===== src/rtl/ex_stage.sv =====
// ex_stage: pipeline execute stage with ALU, optional MUL/MULH and iterative divider, plus EX/MEM register.
// Optional multiply/divide hardware is enabled with EX_MULDIV_EN.
`default_nettype none

module ex_stage #(
    parameter int XLEN = 32
) (
    input  logic            clk,
    input  logic            reset,
    input  logic            valid_in,
    input  logic            flush,
    input  logic [3:0]      alu_op,
    input  logic [XLEN-1:0] op_a,
    input  logic [XLEN-1:0] op_b,
    input  logic [XLEN-1:0] reg_out_b_in,
    input  logic [4:0]      addr_rd_in,
    input  logic            reg_file_write_in,
    input  logic            mem_we_in,
    input  logic            mem_re_in,
    input  logic            branch_instruction_in,
    input  logic [1:0]      select_mux_4_in,
    input  logic [1:0]      select_mux_2_in,
    output logic            stall,
    output logic            valid_out,
    output logic [XLEN-1:0] alu_out,
    output logic [XLEN-1:0] reg_out_b,
    output logic [4:0]      addr_rd_out,
    output logic            reg_file_write_out,
    output logic            mem_we_out,
    output logic            mem_re_out,
    output logic            branch_instruction_out,
    output logic            branch_out,
    output logic [1:0]      select_mux_4_out,
    output logic [1:0]      select_mux_2_out
);

    localparam logic [3:0] OP_ADD  = 4'd0;
    localparam logic [3:0] OP_SUB  = 4'd1;
    localparam logic [3:0] OP_AND  = 4'd2;
    localparam logic [3:0] OP_OR   = 4'd3;
    localparam logic [3:0] OP_XOR  = 4'd4;
    localparam logic [3:0] OP_SLL  = 4'd5;
    localparam logic [3:0] OP_SRL  = 4'd6;
    localparam logic [3:0] OP_SRA  = 4'd7;
    localparam logic [3:0] OP_SLT  = 4'd8;
    localparam logic [3:0] OP_SLTU = 4'd9;
    localparam logic [3:0] OP_MUL  = 4'd10;
    localparam logic [3:0] OP_MULH = 4'd11;
    localparam logic [3:0] OP_DIV  = 4'd12;
    localparam logic [3:0] OP_DIVU = 4'd13;
    localparam logic [3:0] OP_REM  = 4'd14;
    localparam logic [3:0] OP_REMU = 4'd15;

    logic [4:0]      shamt;
    logic [XLEN-1:0] alu_res;
    logic            stall_int;
    logic            load;

    assign shamt = op_b[4:0];

`ifdef EX_MULDIV_EN
    localparam int CNT_W = $clog2(XLEN + 1);
    localparam logic [CNT_W-1:0] CNT_ONE  = CNT_W'(1);
    localparam logic [CNT_W-1:0] CNT_INIT = CNT_W'(XLEN);

    typedef enum logic [1:0] {
        S_IDLE = 2'd0,
        S_BUSY = 2'd1,
        S_DONE = 2'd2
    } state_t;

    state_t          state_q, state_d;
    logic [XLEN-1:0] quo_q, quo_d;
    logic [XLEN-1:0] rem_q, rem_d;
    logic [XLEN-1:0] dvs_q, dvs_d;
    logic [XLEN-1:0] dvd_q, dvd_d;
    logic [CNT_W-1:0] cnt_q, cnt_d;
    logic            qneg_q, qneg_d;
    logic            rneg_q, rneg_d;
    logic            dvz_q, dvz_d;

    logic [2*XLEN-1:0] prod;
    logic            is_div;
    logic            div_signed;
    logic            a_neg;
    logic            b_neg;
    logic [XLEN-1:0] a_mag;
    logic [XLEN-1:0] b_mag;
    logic [XLEN:0]   rem_shift;
    logic [XLEN:0]   diff;
    logic [XLEN-1:0] q_fin;
    logic [XLEN-1:0] r_fin;
    logic [XLEN-1:0] div_res;
    logic            stall_div;

    // Low half of the sign-extended product is MUL; high half is signed MULH.
    assign prod = {{XLEN{op_a[XLEN-1]}}, op_a} * {{XLEN{op_b[XLEN-1]}}, op_b};

    assign is_div     = (alu_op[3:2] == 2'b11);
    assign div_signed = ~alu_op[0];
    assign a_neg      = div_signed & op_a[XLEN-1];
    assign b_neg      = div_signed & op_b[XLEN-1];
    assign a_mag      = a_neg ? (-op_a) : op_a;
    assign b_mag      = b_neg ? (-op_b) : op_b;

    assign rem_shift = {rem_q, quo_q[XLEN-1]};
    assign diff      = rem_shift - {1'b0, dvs_q};

    assign q_fin   = dvz_q ? {XLEN{1'b1}} : (qneg_q ? (-quo_q) : quo_q);
    assign r_fin   = dvz_q ? dvd_q : (rneg_q ? (-rem_q) : rem_q);
    assign div_res = alu_op[1] ? r_fin : q_fin;

    always_comb begin
        state_d   = state_q;
        quo_d     = quo_q;
        rem_d     = rem_q;
        dvs_d     = dvs_q;
        dvd_d     = dvd_q;
        cnt_d     = cnt_q;
        qneg_d    = qneg_q;
        rneg_d    = rneg_q;
        dvz_d     = dvz_q;
        stall_div = 1'b0;
        case (state_q)
            S_IDLE: begin
                if (valid_in && is_div) begin
                    stall_div = 1'b1;
                    state_d   = S_BUSY;
                    quo_d     = a_mag;
                    rem_d     = '0;
                    dvs_d     = b_mag;
                    dvd_d     = op_a;
                    qneg_d    = a_neg ^ b_neg;
                    rneg_d    = a_neg;
                    dvz_d     = (op_b == '0);
                    cnt_d     = CNT_INIT;
                end
            end
            S_BUSY: begin
                stall_div = 1'b1;
                cnt_d     = cnt_q - CNT_ONE;
                // Restoring step: keep the trial subtraction only when it does not go negative.
                if (!diff[XLEN]) begin
                    rem_d = diff[XLEN-1:0];
                    quo_d = {quo_q[XLEN-2:0], 1'b1};
                end else begin
                    rem_d = rem_shift[XLEN-1:0];
                    quo_d = {quo_q[XLEN-2:0], 1'b0};
                end
                if (cnt_q == CNT_ONE) begin
                    state_d = S_DONE;
                end
            end
            S_DONE: begin
                state_d = S_IDLE;
            end
            default: begin
                state_d = S_IDLE;
            end
        endcase
        if (flush) begin
            state_d   = S_IDLE;
            stall_div = 1'b0;
        end
    end

    always_ff @(posedge clk or negedge reset) begin
        if (!reset) begin
            state_q <= S_IDLE;
            quo_q   <= '0;
            rem_q   <= '0;
            dvs_q   <= '0;
            dvd_q   <= '0;
            cnt_q   <= '0;
            qneg_q  <= 1'b0;
            rneg_q  <= 1'b0;
            dvz_q   <= 1'b0;
        end else begin
            state_q <= state_d;
            quo_q   <= quo_d;
            rem_q   <= rem_d;
            dvs_q   <= dvs_d;
            dvd_q   <= dvd_d;
            cnt_q   <= cnt_d;
            qneg_q  <= qneg_d;
            rneg_q  <= rneg_d;
            dvz_q   <= dvz_d;
        end
    end

    assign stall_int = stall_div;
`else
    assign stall_int = 1'b0;
`endif

    always_comb begin
        alu_res = '0;
        case (alu_op)
            OP_ADD:  alu_res = op_a + op_b;
            OP_SUB:  alu_res = op_a - op_b;
            OP_AND:  alu_res = op_a & op_b;
            OP_OR:   alu_res = op_a | op_b;
            OP_XOR:  alu_res = op_a ^ op_b;
            OP_SLL:  alu_res = op_a << shamt;
            OP_SRL:  alu_res = op_a >> shamt;
            OP_SRA:  alu_res = $signed(op_a) >>> shamt;
            OP_SLT:  alu_res = {{(XLEN-1){1'b0}}, ($signed(op_a) < $signed(op_b))};
            OP_SLTU: alu_res = {{(XLEN-1){1'b0}}, (op_a < op_b)};
`ifdef EX_MULDIV_EN
            OP_MUL:  alu_res = prod[XLEN-1:0];
            OP_MULH: alu_res = prod[2*XLEN-1:XLEN];
            OP_DIV, OP_DIVU, OP_REM, OP_REMU: alu_res = div_res;
`else
            OP_MUL, OP_MULH, OP_DIV, OP_DIVU, OP_REM, OP_REMU: alu_res = '0;
`endif
            default: alu_res = '0;
        endcase
    end

    // Anything not loaded (idle slot, flush or stall) becomes an all-zero bubble.
    assign load  = valid_in & ~flush & ~stall_int;
    assign stall = stall_int & reset;

    logic            valid_q;
    logic [XLEN-1:0] alu_q;
    logic [XLEN-1:0] store_q;
    logic [4:0]      rd_q;
    logic            rfw_q;
    logic            we_q;
    logic            re_q;
    logic            bri_q;
    logic            bro_q;
    logic [1:0]      m4_q;
    logic [1:0]      m2_q;

    always_ff @(posedge clk or negedge reset) begin
        if (!reset) begin
            valid_q <= 1'b0;
            alu_q   <= '0;
            store_q <= '0;
            rd_q    <= '0;
            rfw_q   <= 1'b0;
            we_q    <= 1'b0;
            re_q    <= 1'b0;
            bri_q   <= 1'b0;
            bro_q   <= 1'b0;
            m4_q    <= '0;
            m2_q    <= '0;
        end else begin
            valid_q <= load;
            alu_q   <= load ? alu_res : '0;
            store_q <= load ? reg_out_b_in : '0;
            rd_q    <= load ? addr_rd_in : '0;
            rfw_q   <= load & reg_file_write_in;
            we_q    <= load & mem_we_in;
            re_q    <= load & mem_re_in;
            bri_q   <= load & branch_instruction_in;
            bro_q   <= load & (alu_res == '0);
            m4_q    <= load ? select_mux_4_in : '0;
            m2_q    <= load ? select_mux_2_in : '0;
        end
    end

    assign valid_out              = valid_q;
    assign alu_out                = alu_q;
    assign reg_out_b              = store_q;
    assign addr_rd_out            = rd_q;
    assign reg_file_write_out     = rfw_q;
    assign mem_we_out             = we_q;
    assign mem_re_out             = re_q;
    assign branch_instruction_out = bri_q;
    assign branch_out             = bro_q;
    assign select_mux_4_out       = m4_q;
    assign select_mux_2_out       = m2_q;

endmodule

`default_nettype wire


===== config.mk =====
export PLATFORM = sky130hd
export DESIGN_NAME = ex_stage
export DESIGN_NICKNAME = d
export VERILOG_FILES = /design/src/rtl/ex_stage.sv
export SDC_FILE = /design/constraint.sdc
export NUM_CORES = 1
export LEC_CHECK = 0
export CAP_MARGIN = 20
export CORE_ASPECT_RATIO = 0.9
export CORE_MARGIN = 1
export CORE_UTILIZATION = 60
export DETAILED_ROUTE_END_ITERATION = 8
export PLACE_DENSITY = 0.87
export SYNTH_ARGS = -nofsm -noshare
export SYNTH_HDL_FRONTEND = slang
export SYNTH_SLANG_ARGS = --single-unit

===== constraint.sdc =====
create_clock -name clk -period 1.3 [get_ports clk]
set_clock_uncertainty 0.2 [all_clocks]
set_input_delay 0.26 -clock clk [delete_from_list [all_inputs] [get_ports clk]]
set_output_delay 0.26 -clock clk [all_outputs]
set_load 0.01 [all_outputs]

==> results of run 1 <==
==> logic make-up after synthesis <==
kind of cell / count (synthesis) / synth area share, %
other: 1 / 0.0290
flip-flops: 79 / 15.3
XOR/XNOR: 11 / 0.744
AO/OA/AOI/OAI: 508 / 27.2
adder cells (fa/ha/maj): 99 / 9.68
multiplexers: 147 / 17.2
buffers and inverters: 257 / 10.0
AND/OR/NAND/NOR: 519 / 19.8
==> per-stage QoR <==
stage / cell area, um2 / setup TNS [ns] / utilization [%] / instances
after floorplan: 13300 / -50.76 / - / 1621
after global placement: 19300 / -99.30 / 91.9 / 2547
after detailed placement: 19300 / -116.02 / 91.9 / 2547
==> results.md, run 1 <==
* Clk sinks at 79
* CTS HTree Levels at 3
* Err: [ERROR DPL-0038] Utilization greater than 100%, impossible to legalize
* Place WS at -3.42 ns
* Post-synth EDFFs at 0
* Synthesized Nets at 1,837
* Stop stage: clock tree synthesis
* Height of the die at 141 um
* CTS resizes at 610
* Seq/Total Area, Yosys at 15.3%
* Gpl congestion at 1.21
* Initial Util at 61.8%
* Largest cells by area after synthesis: dfrtp_1 (15%), mux4_2 (9.6%), ha_1 (9.4%)
* Yosys cell types at 109
* CTS Hold Bufs at 1
* Area leader, netlist: dfrtp_1
* Top_reg_cell synth: dfrtp_1
* Hpwl dp at 59,100 um
* Register bit total from synthesis at 79
* Number of cells produced by synthesis at 1,621
* Top cell type's share of synthesized area at 15.3%
* Largest buffer count on any clock path at 2
* Count leader, synth: nor2_1
* Post-synthesis cell area at 12,900 um2
* Async set-reset flop share out of synthesis at 100%
* Post-CTS Setup Bufs at 117
* Most frequent cells after synthesis: nor2_1 (163), a21oi_1 (116), nand2_1 (113), ha_1 (97), inv_1 (95)
* Port bufs at 195
* Inserted Clock Buffers at 9
* Outcome: stopped before the end
* Die Width at 157 um
* Row count at 50
* Synthesized area per cell at 7.99 um2
* Io pins at 197
* CTS Root Cell: clkbuf_16
* YS warnings at 0
==> inputs of run 2 (changes only) <==
CORE_ASPECT_RATIO = default   (was 0.9)
CORE_UTILIZATION = 40   (was 60)
PLACE_DENSITY = default   (was 0.87)
PLACE_DENSITY_LB_ADDON = 0.15   (was default)
==> run 2 against run 1 <==
  * The flow now finishes, with violations (setup timing)
  * Area after synthesis unchanged
  * Synthesized cell count unchanged
==> results.md, run 2 <==
* Sw Ratio at 39.7%
* Seq pwr share at 17.6%
* Residual DRC count at 0
* Int Pwr at 8.88 mW
* Register area at 1980 um2
* Yosys cell types at 109 (unchanged)
* Clk sinks at 79 (unchanged)
* Post-synthesis cell area at 12,900 um2 (unchanged)
* Multi-input logic area at 11,900 um2
* CP Class: input port to register
* CP required at 1.35 ns
* Failing checks: setup timing
* Hpwl dp at 52,200 um (-12%)
* Fin. Hold Viols at 0
* Port bufs at 195 (unchanged)
* Slew Limit Headroom at 55.0%
* First DRT Iteration DRCs at 1,997
* Most frequent cells in the layout: buf_4 (670), nor2_1 (143), buf_6 (96)
* Area leader, netlist: dfrtp_1
* Vias/cell at 6.08
* Initial Util at 40.8% (-21 points)
* Via count at 17,500
* Critical path, cell by cell: buf_8, inv_4, ha_4, inv_2, fa_2, nor2b_4, o211ai_1, buf_4, a31oi_4, buf_6, buf_4, o41a_1, a31oi_1, a22oi_1, o21ai_1, nand4_1, nor4b_2, nand4b_1, nor4bb_2
* Final Util at 74.4%
* Clock power share at 17.4%
* Gpl congestion at 0.995 (-18%)
* CP max-delay cell: fa_2
* Vias in the first global route at 16,800
* Worst Path Arrival at 3.56 ns
* Largest cells by area after synthesis: dfrtp_1 (15%), mux4_2 (9.6%), ha_1 (9.4%)
* Die footprint at 33,100 um2
* Cell mode on critical path: buf_4
* CTS Root Cell: clkbuf_16
* # fillers at 2,349
* Largest buffer count on any clock path at 2 (unchanged)
* DRT Wirelength at 69,700 um
* Synthesized Nets at 1,837 (unchanged)
* Tmin final at 3.51 ns
* Logic pwr share at 65.0%
* Gr usage total at 40.0%
* Power Density at 624 nW/um2
* Height of the die at 182 um (+29%)
* Clk pin slew, worst setup/hold paths at 0.07 ns
* Crit path capture type: register
* Async set-reset flop share out of synthesis at 100% (unchanged)
* Fin worst setup slack at -2.21 ns
* Max Cap Violations at 0
* Setup_tns at -61.52 ns
* Core outline area at 31,700 um2
* Hold WS at 0.191 ns
* Fin nets at 2,686
* Synthesized area per cell at 7.99 um2 (unchanged)
* Max VDD drop at 662 uV
* Area grow syn2layout at 82.3%
* CTS tree: done
* Worst hold path type: input port to asynchronous set/reset pin
* Worst Path Max Fanout at 2
* Most frequent cells after synthesis: nor2_1 (163), a21oi_1 (116), nand2_1 (113), ha_1 (97), inv_1 (95)
* Share of cells above drive strength 1 at 54.4%
* Inserted Clock Buffers at 9 (unchanged)
* Total congestion overflow at 0
* Non-filler cells, final at 2,877
* Post-synth EDFFs at 0 (unchanged)
* Max-slew violation count at 0
* Most common cell after layout, fill and taps aside: buf_4
* Cell area after layout at 23,600 um2
* First-pass GRT wire length at 101,000 um
* DP Cell Count at 2,695 (+5.8%)
* Worst-Margin Slew at 0.667 ns
* Row count at 65 (+30%)
* Top_reg_cell synth: dfrtp_1
* Area after DPL at 19,700 um2 (+2.1%)
* Place WS at -3.22 ns (+0.207 ns)
* Antenna cells at 0
* Die Width at 182 um (+16%)
* Net switching power at 5.86 mW
* Io pins at 197 (unchanged)
* DRT antenna net count at 0
* CTS HTree Levels at 3 (unchanged)
* YS warnings at 0 (unchanged)
* Unrepaired setup endpoints after global routing: true
* Number of cells produced by synthesis at 1,621 (unchanged)
* Outcome: complete, but fails checks
* Initial antenna violation count at 1
* F_max at 285 MHz
* Tcrit/Tclk final at 270%
* DR pass1 iterations at 6
* Register bit total from synthesis at 79 (unchanged)
* Seq/Total Area, Yosys at 15.3% (unchanged)
* Pwr Total at 14.7 mW
* Post-DR wirelength/cell at 24.2 um
* Pleak at 10.7 nW
* Critical Path Max Stage Delay at 0.35 ns
* CP startpoint kind: input port
* Top cell type's share of synthesized area at 15.3% (unchanged)
* Count leader, synth: nor2_1
* Setup violators final at 104
* Largest net degree at the start of global routing at 36
run 2: cell families after synthesis:
group / Yosys count / synth area share, %
buf+inv: 257 / 10.0
flops: 79 / 15.3
mux: 147 / 17.2
fa+ha+maj: 99 / 9.68
xor+xnor: 11 / 0.744
compound gates: 508 / 27.2
simple gates: 519 / 19.8
other cells: 1 / 0.0290
run 2: path summary, 6_finish.rpt:
check | cells past startpoint | to | from | slack [ns]
min in group clk | 2 | select_mux_4_out[0]$_DFF_PN0_ | select_mux_4_in[0] | 0.27
min | 2 | alu_out[8]$_DFF_PN0_ | reset | 0.19
max | 19 | branch_out$_DFF_PN0_ | op_a[0] | -2.21
max in group asynchronous | 3 | alu_out[19]$_DFF_PN0_ | reset | 0.28
run 2: power by group through the flow:
stage | clock network, mW | registers, mW | logic (mW)
after floorplan | 0 | 2.69 | 3.47
after global placement | 0 | 2.63 | 7.34
after detailed placement | 0 | 2.64 | 7.39
after CTS | 2.62 | 2.59 | 8.69
after global routing | 2.74 | 2.60 | 9.99
final | 2.57 | 2.59 | 9.57
run 2: critical path, delay by kind of cell:
family	cells	cell delay (ns)
AND/OR/NAND/NOR	5	1.05
AO/OA/AOI/OAI	6	1.09
buffers and inverters	6	0.66
adder cells (fa/ha/maj)	2	0.49
run 2: area by class of cell:
type / instances / area share (%)
multi-input combinational: 1285 / 50.6
timing repair buffer: 994 / 35.8
sequential: 79 / 8.38
tap: 402 / 2.13
inverter: 101 / 1.80
clock buffer: 9 / 0.954
clock inverter: 7 / 0.355
run 2: layer usage:
layer	GRT usage [%]	up-vias	routed length [um]
li1	-	7715	-
met1	52.2	8456	27500
met2	64.9	1083	31500
met3	6.88	246	6820
met4	17.6	2	3770
met5	0	-	15
run 2: timing repair:
item	CTS	global route
setup buffers	121	65
resized for setup	585	350
hold endpoints to repair	79	0
hold buffers	1	0
cloned	4	3
pin swaps	136	110
endpoints found under the setup margin	158	158
(Power assumes the default switching activity.)
